===== config.mk =====
export PLATFORM = sky130hd
export DESIGN_NAME = smac_seq_ctrl_flat
export DESIGN_NICKNAME = d
export VERILOG_FILES = /design/src/rtl/smac_seq_if.sv /design/src/rtl/smac_seq_ctrl.sv /design/src/flat_wrapper.sv
export SDC_FILE = /design/constraint.sdc
export NUM_CORES = 1
export LEC_CHECK = 0
export BUFFER_PORTS_ARGS = -buffer_cell sky130_fd_sc_hd__buf_2
export CORE_MARGIN = 5
export CORE_UTILIZATION = 30
export CTS_BUF_LIST = sky130_fd_sc_hd__clkbuf_8
export DETAILED_ROUTE_END_ITERATION = 6
export PLACE_DENSITY = 0.63
export REMOVE_ABC_BUFFERS = 1
export SETUP_SLACK_MARGIN = 0.02
export SYNTH_ARGS = -nofsm -noshare
export SYNTH_HDL_FRONTEND = slang
export SYNTH_SLANG_ARGS = --single-unit

===== constraint.sdc =====
create_clock -name clk -period 1.6 [get_ports clk]
set_input_delay 0.16 -clock clk [delete_from_list [all_inputs] [get_ports clk]]
set_output_delay 0.16 -clock clk [all_outputs]
set_load 0.005 [all_outputs]

===== src/rtl/smac_seq_if.sv =====
`default_nettype none
// ============================================================================
// Module   : smac_seq_if
// Purpose  : Bundle of request/status and datapath strobe signals between a
//            serial-MAC lane client and its sequencer (smac_seq_ctrl).
// Signals  : start/accum/abort   request side (client -> sequencer)
//            ready/busy/done     status (sequencer -> client)
//            act_addr/wei_addr   bit-plane addresses to act/weight buffers
//            we_w, we_br, MSB_a, we_ac1, cl_en_ac1, we_neg, MSB_w,
//            we_ac2, cl_en_ac2   datapath strobes
// Modports : master = client / datapath side, slave = sequencer
// Revision : 1.0 - initial release
// ============================================================================
interface smac_seq_if #(
  parameter int Pa = 8,
  parameter int Pw = 4
) ();
  localparam int AW = $clog2(Pa);
  localparam int WW = $clog2(Pw);

  logic          start;
  logic          accum;
  logic          abort;
  logic          ready;
  logic          busy;
  logic          done;
  logic [AW-1:0] act_addr;
  logic [WW-1:0] wei_addr;
  logic          we_w;
  logic          we_br;
  logic          MSB_a;
  logic          we_ac1;
  logic          cl_en_ac1;
  logic          we_neg;
  logic          MSB_w;
  logic          we_ac2;
  logic          cl_en_ac2;

  modport master (
    output start, accum, abort,
    input  ready, busy, done, act_addr, wei_addr,
    input  we_w, we_br, MSB_a, we_ac1, cl_en_ac1,
    input  we_neg, MSB_w, we_ac2, cl_en_ac2
  );

  modport slave (
    input  start, accum, abort,
    output ready, busy, done, act_addr, wei_addr,
    output we_w, we_br, MSB_a, we_ac1, cl_en_ac1,
    output we_neg, MSB_w, we_ac2, cl_en_ac2
  );
endinterface
`default_nettype wire


===== src/rtl/smac_seq_ctrl.sv =====
`default_nettype none
// ============================================================================
// Module   : smac_seq_ctrl
// Purpose  : Sequencer for one serial-MAC lane (weight reg -> bit adder/bit
//            reg -> AC1 -> neg block -> AC2). Walks Pw weight bit-planes MSB
//            first; for each plane streams Pa activation bit-planes MSB first,
//            and pulses done once AC2 holds the final result.
// Ports    : clk  - clock, rising edge
//            rst  - asynchronous active-high reset
//            bus  - smac_seq_if.slave (request, status, addresses, strobes)
// Revision : 1.0 - initial release
// ============================================================================
module smac_seq_ctrl #(
  parameter int Pa = 8,
  parameter int Pw = 4
) (
  input  logic       clk,
  input  logic       rst,
  smac_seq_if.slave  bus
);
  localparam int AW = $clog2(Pa);
  localparam int WW = $clog2(Pw);
  localparam logic [AW-1:0] K_LAST = AW'(Pa - 1);
  localparam logic [WW-1:0] J_LAST = WW'(Pw - 1);
  localparam logic [1:0]    DRAIN_LAST = 2'd2;  // three drain cycles

  typedef enum logic [2:0] {
    S_IDLE   = 3'd0,
    S_LOADW  = 3'd1,
    S_STREAM = 3'd2,
    S_DRAIN  = 3'd3,
    S_DONE   = 3'd4
  } state_t;

  state_t        state_q, state_d;
  logic [AW-1:0] k_q, k_d;
  logic [WW-1:0] j_q, j_d;
  logic [1:0]    drain_q, drain_d;
  logic          accum_q, accum_d;

  // Delay line: stage 1 feeds AC1, stage 2 the neg block, stage 3 AC2.
  logic ac1_we_q, ac1_we_d;
  logic ac1_cl_q, ac1_cl_d;
  logic ac1_last_q, ac1_last_d;   // this AC1 update completes a pass
  logic ac1_j0_q, ac1_j0_d;       // pass belongs to the weight sign plane
  logic neg_we_q, neg_we_d;
  logic neg_msb_q, neg_msb_d;
  logic ac2_we_q, ac2_we_d;
  logic ac2_cl_q, ac2_cl_d;

  always_ff @(posedge clk or posedge rst) begin
    if (rst) begin
      state_q    <= S_IDLE;
      k_q        <= '0;
      j_q        <= '0;
      drain_q    <= '0;
      accum_q    <= 1'b0;
      ac1_we_q   <= 1'b0;
      ac1_cl_q   <= 1'b0;
      ac1_last_q <= 1'b0;
      ac1_j0_q   <= 1'b0;
      neg_we_q   <= 1'b0;
      neg_msb_q  <= 1'b0;
      ac2_we_q   <= 1'b0;
      ac2_cl_q   <= 1'b0;
    end else begin
      state_q    <= state_d;
      k_q        <= k_d;
      j_q        <= j_d;
      drain_q    <= drain_d;
      accum_q    <= accum_d;
      ac1_we_q   <= ac1_we_d;
      ac1_cl_q   <= ac1_cl_d;
      ac1_last_q <= ac1_last_d;
      ac1_j0_q   <= ac1_j0_d;
      neg_we_q   <= neg_we_d;
      neg_msb_q  <= neg_msb_d;
      ac2_we_q   <= ac2_we_d;
      ac2_cl_q   <= ac2_cl_d;
    end
  end

  always_comb begin
    state_d    = state_q;
    k_d        = k_q;
    j_d        = j_q;
    drain_d    = drain_q;
    accum_d    = accum_q;

    // Stage 1 is only loaded from STREAM; later stages always shift.
    ac1_we_d   = 1'b0;
    ac1_cl_d   = 1'b0;
    ac1_last_d = 1'b0;
    ac1_j0_d   = 1'b0;
    neg_we_d   = ac1_last_q;
    neg_msb_d  = ac1_last_q & ac1_j0_q;
    ac2_we_d   = neg_we_q;
    ac2_cl_d   = neg_we_q & neg_msb_q & ~accum_q;

    bus.ready    = 1'b0;
    bus.done     = 1'b0;
    bus.act_addr = '0;
    bus.wei_addr = '0;
    bus.we_w     = 1'b0;
    bus.we_br    = 1'b0;
    bus.MSB_a    = 1'b0;

    case (state_q)
      S_IDLE: begin
        bus.ready = 1'b1;
        if (bus.start && !bus.abort) begin
          state_d = S_LOADW;
          accum_d = bus.accum;
          k_d     = '0;
          j_d     = '0;
        end
      end
      S_LOADW: begin
        bus.we_w     = 1'b1;
        bus.wei_addr = J_LAST - j_q;
        k_d          = '0;
        state_d      = S_STREAM;
      end
      S_STREAM: begin
        bus.we_br    = 1'b1;
        bus.act_addr = K_LAST - k_q;
        bus.wei_addr = J_LAST - j_q;
        bus.MSB_a    = (k_q == '0);
        ac1_we_d     = 1'b1;
        ac1_cl_d     = (k_q == '0);
        ac1_last_d   = (k_q == K_LAST);
        ac1_j0_d     = (j_q == '0);
        if (k_q == K_LAST) begin
          k_d = '0;
          if (j_q == J_LAST) begin
            j_d     = '0;
            drain_d = '0;
            state_d = S_DRAIN;
          end else begin
            j_d     = j_q + 1'b1;
            state_d = S_LOADW;
          end
        end else begin
          k_d = k_q + 1'b1;
        end
      end
      S_DRAIN: begin
        // Lets the last pass ripple through AC1, neg and AC2.
        if (drain_q == DRAIN_LAST) begin
          drain_d = '0;
          state_d = S_DONE;
        end else begin
          drain_d = drain_q + 1'b1;
        end
      end
      S_DONE: begin
        bus.done = 1'b1;
        state_d  = S_IDLE;
      end
      default: begin
        state_d = S_IDLE;
      end
    endcase

    // Abort flushes everything so no strobe survives into the next cycle.
    if (bus.abort) begin
      state_d    = S_IDLE;
      k_d        = '0;
      j_d        = '0;
      drain_d    = '0;
      ac1_we_d   = 1'b0;
      ac1_cl_d   = 1'b0;
      ac1_last_d = 1'b0;
      ac1_j0_d   = 1'b0;
      neg_we_d   = 1'b0;
      neg_msb_d  = 1'b0;
      ac2_we_d   = 1'b0;
      ac2_cl_d   = 1'b0;
    end
  end

  assign bus.busy      = ~bus.ready;
  assign bus.we_ac1    = ac1_we_q;
  assign bus.cl_en_ac1 = ac1_cl_q;
  assign bus.we_neg    = neg_we_q;
  assign bus.MSB_w     = neg_msb_q;
  assign bus.we_ac2    = ac2_we_q;
  assign bus.cl_en_ac2 = ac2_cl_q;
endmodule
`default_nettype wire


===== src/flat_wrapper.sv =====
// flat-port wrapper written by rule: the top's interface ports become plain ports
module smac_seq_ctrl_flat 
#(
  parameter int Pa = 8,
  parameter int Pw = 4
)
  (clk, rst, bus_start, bus_accum, bus_abort, bus_ready, bus_busy, bus_done, bus_act_addr, bus_wei_addr, bus_we_w, bus_we_br, bus_MSB_a, bus_we_ac1, bus_cl_en_ac1, bus_we_neg, bus_MSB_w, bus_we_ac2, bus_cl_en_ac2);
  smac_seq_if #(.Pa(Pa), .Pw(Pw)) bus_i ();
  input  logic clk;
  input  logic rst;
  input wire logic [$bits(bus_i.start)-1:0] bus_start;
  input wire logic [$bits(bus_i.accum)-1:0] bus_accum;
  input wire logic [$bits(bus_i.abort)-1:0] bus_abort;
  output wire logic [$bits(bus_i.ready)-1:0] bus_ready;
  output wire logic [$bits(bus_i.busy)-1:0] bus_busy;
  output wire logic [$bits(bus_i.done)-1:0] bus_done;
  output wire logic [$bits(bus_i.act_addr)-1:0] bus_act_addr;
  output wire logic [$bits(bus_i.wei_addr)-1:0] bus_wei_addr;
  output wire logic [$bits(bus_i.we_w)-1:0] bus_we_w;
  output wire logic [$bits(bus_i.we_br)-1:0] bus_we_br;
  output wire logic [$bits(bus_i.MSB_a)-1:0] bus_MSB_a;
  output wire logic [$bits(bus_i.we_ac1)-1:0] bus_we_ac1;
  output wire logic [$bits(bus_i.cl_en_ac1)-1:0] bus_cl_en_ac1;
  output wire logic [$bits(bus_i.we_neg)-1:0] bus_we_neg;
  output wire logic [$bits(bus_i.MSB_w)-1:0] bus_MSB_w;
  output wire logic [$bits(bus_i.we_ac2)-1:0] bus_we_ac2;
  output wire logic [$bits(bus_i.cl_en_ac2)-1:0] bus_cl_en_ac2;
  assign bus_i.start = bus_start;
  assign bus_i.accum = bus_accum;
  assign bus_i.abort = bus_abort;
  assign bus_ready = bus_i.ready;
  assign bus_busy = bus_i.busy;
  assign bus_done = bus_i.done;
  assign bus_act_addr = bus_i.act_addr;
  assign bus_wei_addr = bus_i.wei_addr;
  assign bus_we_w = bus_i.we_w;
  assign bus_we_br = bus_i.we_br;
  assign bus_MSB_a = bus_i.MSB_a;
  assign bus_we_ac1 = bus_i.we_ac1;
  assign bus_cl_en_ac1 = bus_i.cl_en_ac1;
  assign bus_we_neg = bus_i.we_neg;
  assign bus_MSB_w = bus_i.MSB_w;
  assign bus_we_ac2 = bus_i.we_ac2;
  assign bus_cl_en_ac2 = bus_i.cl_en_ac2;
  smac_seq_ctrl #(.Pa(Pa), .Pw(Pw)) u_core (.clk(clk), .rst(rst), .bus(bus_i));
endmodule

==> impl_metrics.json <==
{
  "timing_hold_violations_final": 0,
  "slowest_stage_cell_crit_path": "sky130_fd_sc_hd__dfrtp_1",
  "fin_ws_ns": -0.002756,
  "detailedRoute.firstIterationViolations": 8,
  "finalHoldWorstSlack_ns": 0.01889,
  "static-leakage-power_nw": 0.6639,
  "floorplan.initialDensity_pct": 31.48,
  "layout_worst_path_cycle_share_pct": 100.2,
  "timing_max_transition_violations_final": 0,
  "worst_ep_arrival_time_ns": 1.74,
  "critical_path.endpoint_type": "register",
  "slew-limit-headroom_pct": 52.01,
  "full_die_area_um2": 4435,
  "power_density_cells_nw_per_um2": 1027,
  "seq_area_frac_synth_pct": 49.48,
  "fp.coreArea_um2": 3053,
  "route.antenna.remaining_nets": 0,
  "clock_sinks": 19,
  "rsz0062_at_grt": "yes",
  "grt_antenna_before_repair": 0,
  "grt_remaining_overflow": 0,
  "filler_cell_count": 311,
  "die_height_um": 66.60,
  "tritoncts": "done",
  "run_status": "finished with violations",
  "holdCritPathClass": "in2async",
  "max_slew.worst_pin.slew_ns": 0.7191,
  "critical_path_buf_inv_count": 0,
  "r2r_setup_slack_ns": -0.003,
  "h_tree_lvl_count": 1,
  "worstSkewPairLatency_ns": 0.25,
  "yosysUniqueCellTypes": 31,
  "required_ns": 1.74,
  "yosys-top-cells-count": "sky130_fd_sc_hd__dfrtp_1, sky130_fd_sc_hd__inv_1, sky130_fd_sc_hd__nor2_1",
  "grt_pass1_vias": 711,
  "clock_skew_ns": 0.001425,
  "maxCapViolations": 0,
  "wl_um": 2031,
  "detail_route.wl_per_cell_um": 12.46,
  "clock_transition_at_the_registers_of_the_reported_paths_ns": 0.07,
  "pin_count_of_the_biggest_net_entering_global_routing": 20,
  "grt_pass1_wl_um": 3332,
  "power.ir.vdd_worst_mv": 0.2777,
  "critical_path.max_fanout": 2,
  "sw_frac_of_total_pct": 28.92,
  "cts-buffers-inserted": 3,
  "cts.path.max_buffers": 2,
  "worstSetupPathType": "reg2reg",
  "final-instance-count-excl-fill": 163,
  "post-dp-hpwl_um": 1490,
  "num_vias": 746,
  "fin_nets": 130,
  "combinationalPowerShare_pct": 33.4,
  "numPortBuffers": 21,
  "route.detailed.vias_per_inst": 4.577,
  "syn_area_per_cell_um2": 11.17,
  "startpoint_type": "register",
  "post_synth_inst_count": 86,
  "synth_area_um2": 960.9,
  "intPower_mw": 0.9204,
  "clock_power_share_pct": 24.9,
  "design.portCount": 22,
  "cpPeakStageDelay_ns": 0.38,
  "diodes": 0,
  "synth_top_cell_area_share_pct": 49.48,
  "root_buffer": "sky130_fd_sc_hd__clkbuf_8",
  "timing.critical_path.max_delay_family": "compound AO/OA/AOI/OAI gates",
  "post_synth_main_area_contributors": "sky130_fd_sc_hd__dfrtp_1, sky130_fd_sc_hd__ha_1, sky130_fd_sc_hd__a22o_1, sky130_fd_sc_hd__and2_1, sky130_fd_sc_hd__inv_1",
  "area_growth_pct": 31.25,
  "synth_ff_type": "sky130_fd_sc_hd__dfrtp_1",
  "fin_tns_setup_ns": -0.002756,
  "edff_count_synth": 0,
  "timing.critical_path.cells": "ha_2 > ha_4 > mux2_4 > o31a_1 > a211o_1",
  "global_route.usage.total_pct": 10.11,
  "synth-warning-count": 0,
  "post_route_cells_drive_above_1_share_pct": 41.18,
  "globalplace.congestion": 0.7513,
  "p_switching_mw": 0.3745,
  "drt_drc_violations_left": 0,
  "synth_async_sr_flop_share_pct": 100.0,
  "dpl.cell_count": 155,
  "cell_row_count": 20,
  "first_pass_iters": 4,
  "post-synth-top-count-cell": "sky130_fd_sc_hd__dfrtp_1",
  "synth_seq_cells": 19,
  "failed_checks": "setup timing",
  "synth_top_cell_by_area": "sky130_fd_sc_hd__dfrtp_1",
  "die_x_um": 66.60,
  "final_period_minus_worst_setup_slack_ns": 1.603,
  "pwr-share-seq_pct": 41.8,
  "final_setup_viols": 1,
  "fmax_mhz": 623.9
}
[power groups by stage]
stage	clock network, mW	logic (mW)	registers (mW)
floorplan	0	0.200	0.570
global placement	0	0.361	0.558
detailed placement	0	0.369	0.560
CTS	0.336	0.411	0.541
global route	0.366	0.479	0.545
finish	0.322	0.432	0.541
[kinds of logic after synthesis]
group                    share of synthesized area (%)
multiplexers                                     3.906
AO/OA/AOI/OAI                                    13.67
flip-flops                                       49.48
adder cells (fa/ha/maj)                          6.510
buffers and inverters                            5.339
AND/OR/NAND/NOR                                  21.10
[final timing paths]
path / from / end / cells after the start
worst min register to register: u_core.ac1_j0_q / u_core.bus.MSB_w / 1
min in group clk: bus_accum / u_core.accum_q / 2
max in group asynchronous: rst / u_core.state_q[0] / 2
worst max register to register: u_core.k_q[0] / u_core.state_q[1] / 5
worst min-delay path: rst / u_core.drain_q[0] / 2
worst max-delay path: u_core.k_q[0] / u_core.state_q[1] / 5
[layout by cell type (no fill, tap or decap), types with 3 or more instances in the layout]
| cell | count |
|---|---|
| sky130_fd_sc_hd__clkbuf_8 | 3 |
| sky130_fd_sc_hd__inv_1 | 7 |
| sky130_fd_sc_hd__buf_2 | 21 |
| sky130_fd_sc_hd__buf_4 | 11 |
| sky130_fd_sc_hd__ha_1 | 3 |
| sky130_fd_sc_hd__nor2b_1 | 3 |
| sky130_fd_sc_hd__and2_1 | 5 |
| sky130_fd_sc_hd__a22o_1 | 4 |
| sky130_fd_sc_hd__dfrtp_1 | 18 |
| sky130_fd_sc_hd__nor2_1 | 7 |
| sky130_fd_sc_hd__a21oi_1 | 5 |
[state kept, by name (all words and copies together), names as in the netlist, 2 cells and up]
signal,flops
u_core.k_q,3
u_core.drain_q,2
u_core.j_q,2
u_core.state_q,3
[repair_timing]
item,4_1_cts,5_1_grt
resized for setup,5,2
setup endpoints to repair,3,4
pin swaps,0,0
buffers inserted,3,1
endpoints found under the hold margin,0,0
hold buffers,0,0
[worst reg2reg max path, stage by stage, from the launching register on]
cell and delay, ns:
sky130_fd_sc_hd__dfrtp_1 0.38, sky130_fd_sc_hd__ha_2 0.20, sky130_fd_sc_hd__ha_4 0.16, sky130_fd_sc_hd__mux2_4 0.26, sky130_fd_sc_hd__o31a_1 0.25, sky130_fd_sc_hd__a211o_1 0.25
[per-layer routing]
layer	vias to the layer above	global-route usage [%]	share of wire [%]
met1	355	12.77	47
li1	367	-	-
met4	0	6.853	1.6
met2	22	15.72	46
met5	-	0	0
met3	2	1.518	5.6
[metrics by stage]
stage / area, um2 / power [mW] / util, % / setup WS, ns
floorplan: 939.7 / 0.7700 / - / -0.08382
global placement: 1152 / 0.9192 / 37.75 / -0.06475
detailed placement: 1152 / 0.9291 / 37.75 / -0.08943
CTS: 1241 / 1.288 / 40.66 / -0.006491
global route: 1261 / 1.390 / 41.31 / -0.04423
finish: 1261 / 1.295 / 41.31 / -0.002756
[final cells by class]
| type | count | area (um2) | area share, % |
|---|---|---|---|
| well taps | 44 | 55.05 | 4.365 |
| repair buffers | 32 | 187.7 | 14.88 |
| multi-input cells | 56 | 465.4 | 36.90 |
| clock buffers | 3 | 41.29 | 3.274 |
| clock inverters | 1 | 5.005 | 0.3968 |
| flip-flops and latches | 19 | 476.7 | 37.80 |
| inverters | 8 | 30.03 | 2.381 |
(Power assumes the default switching activity.)
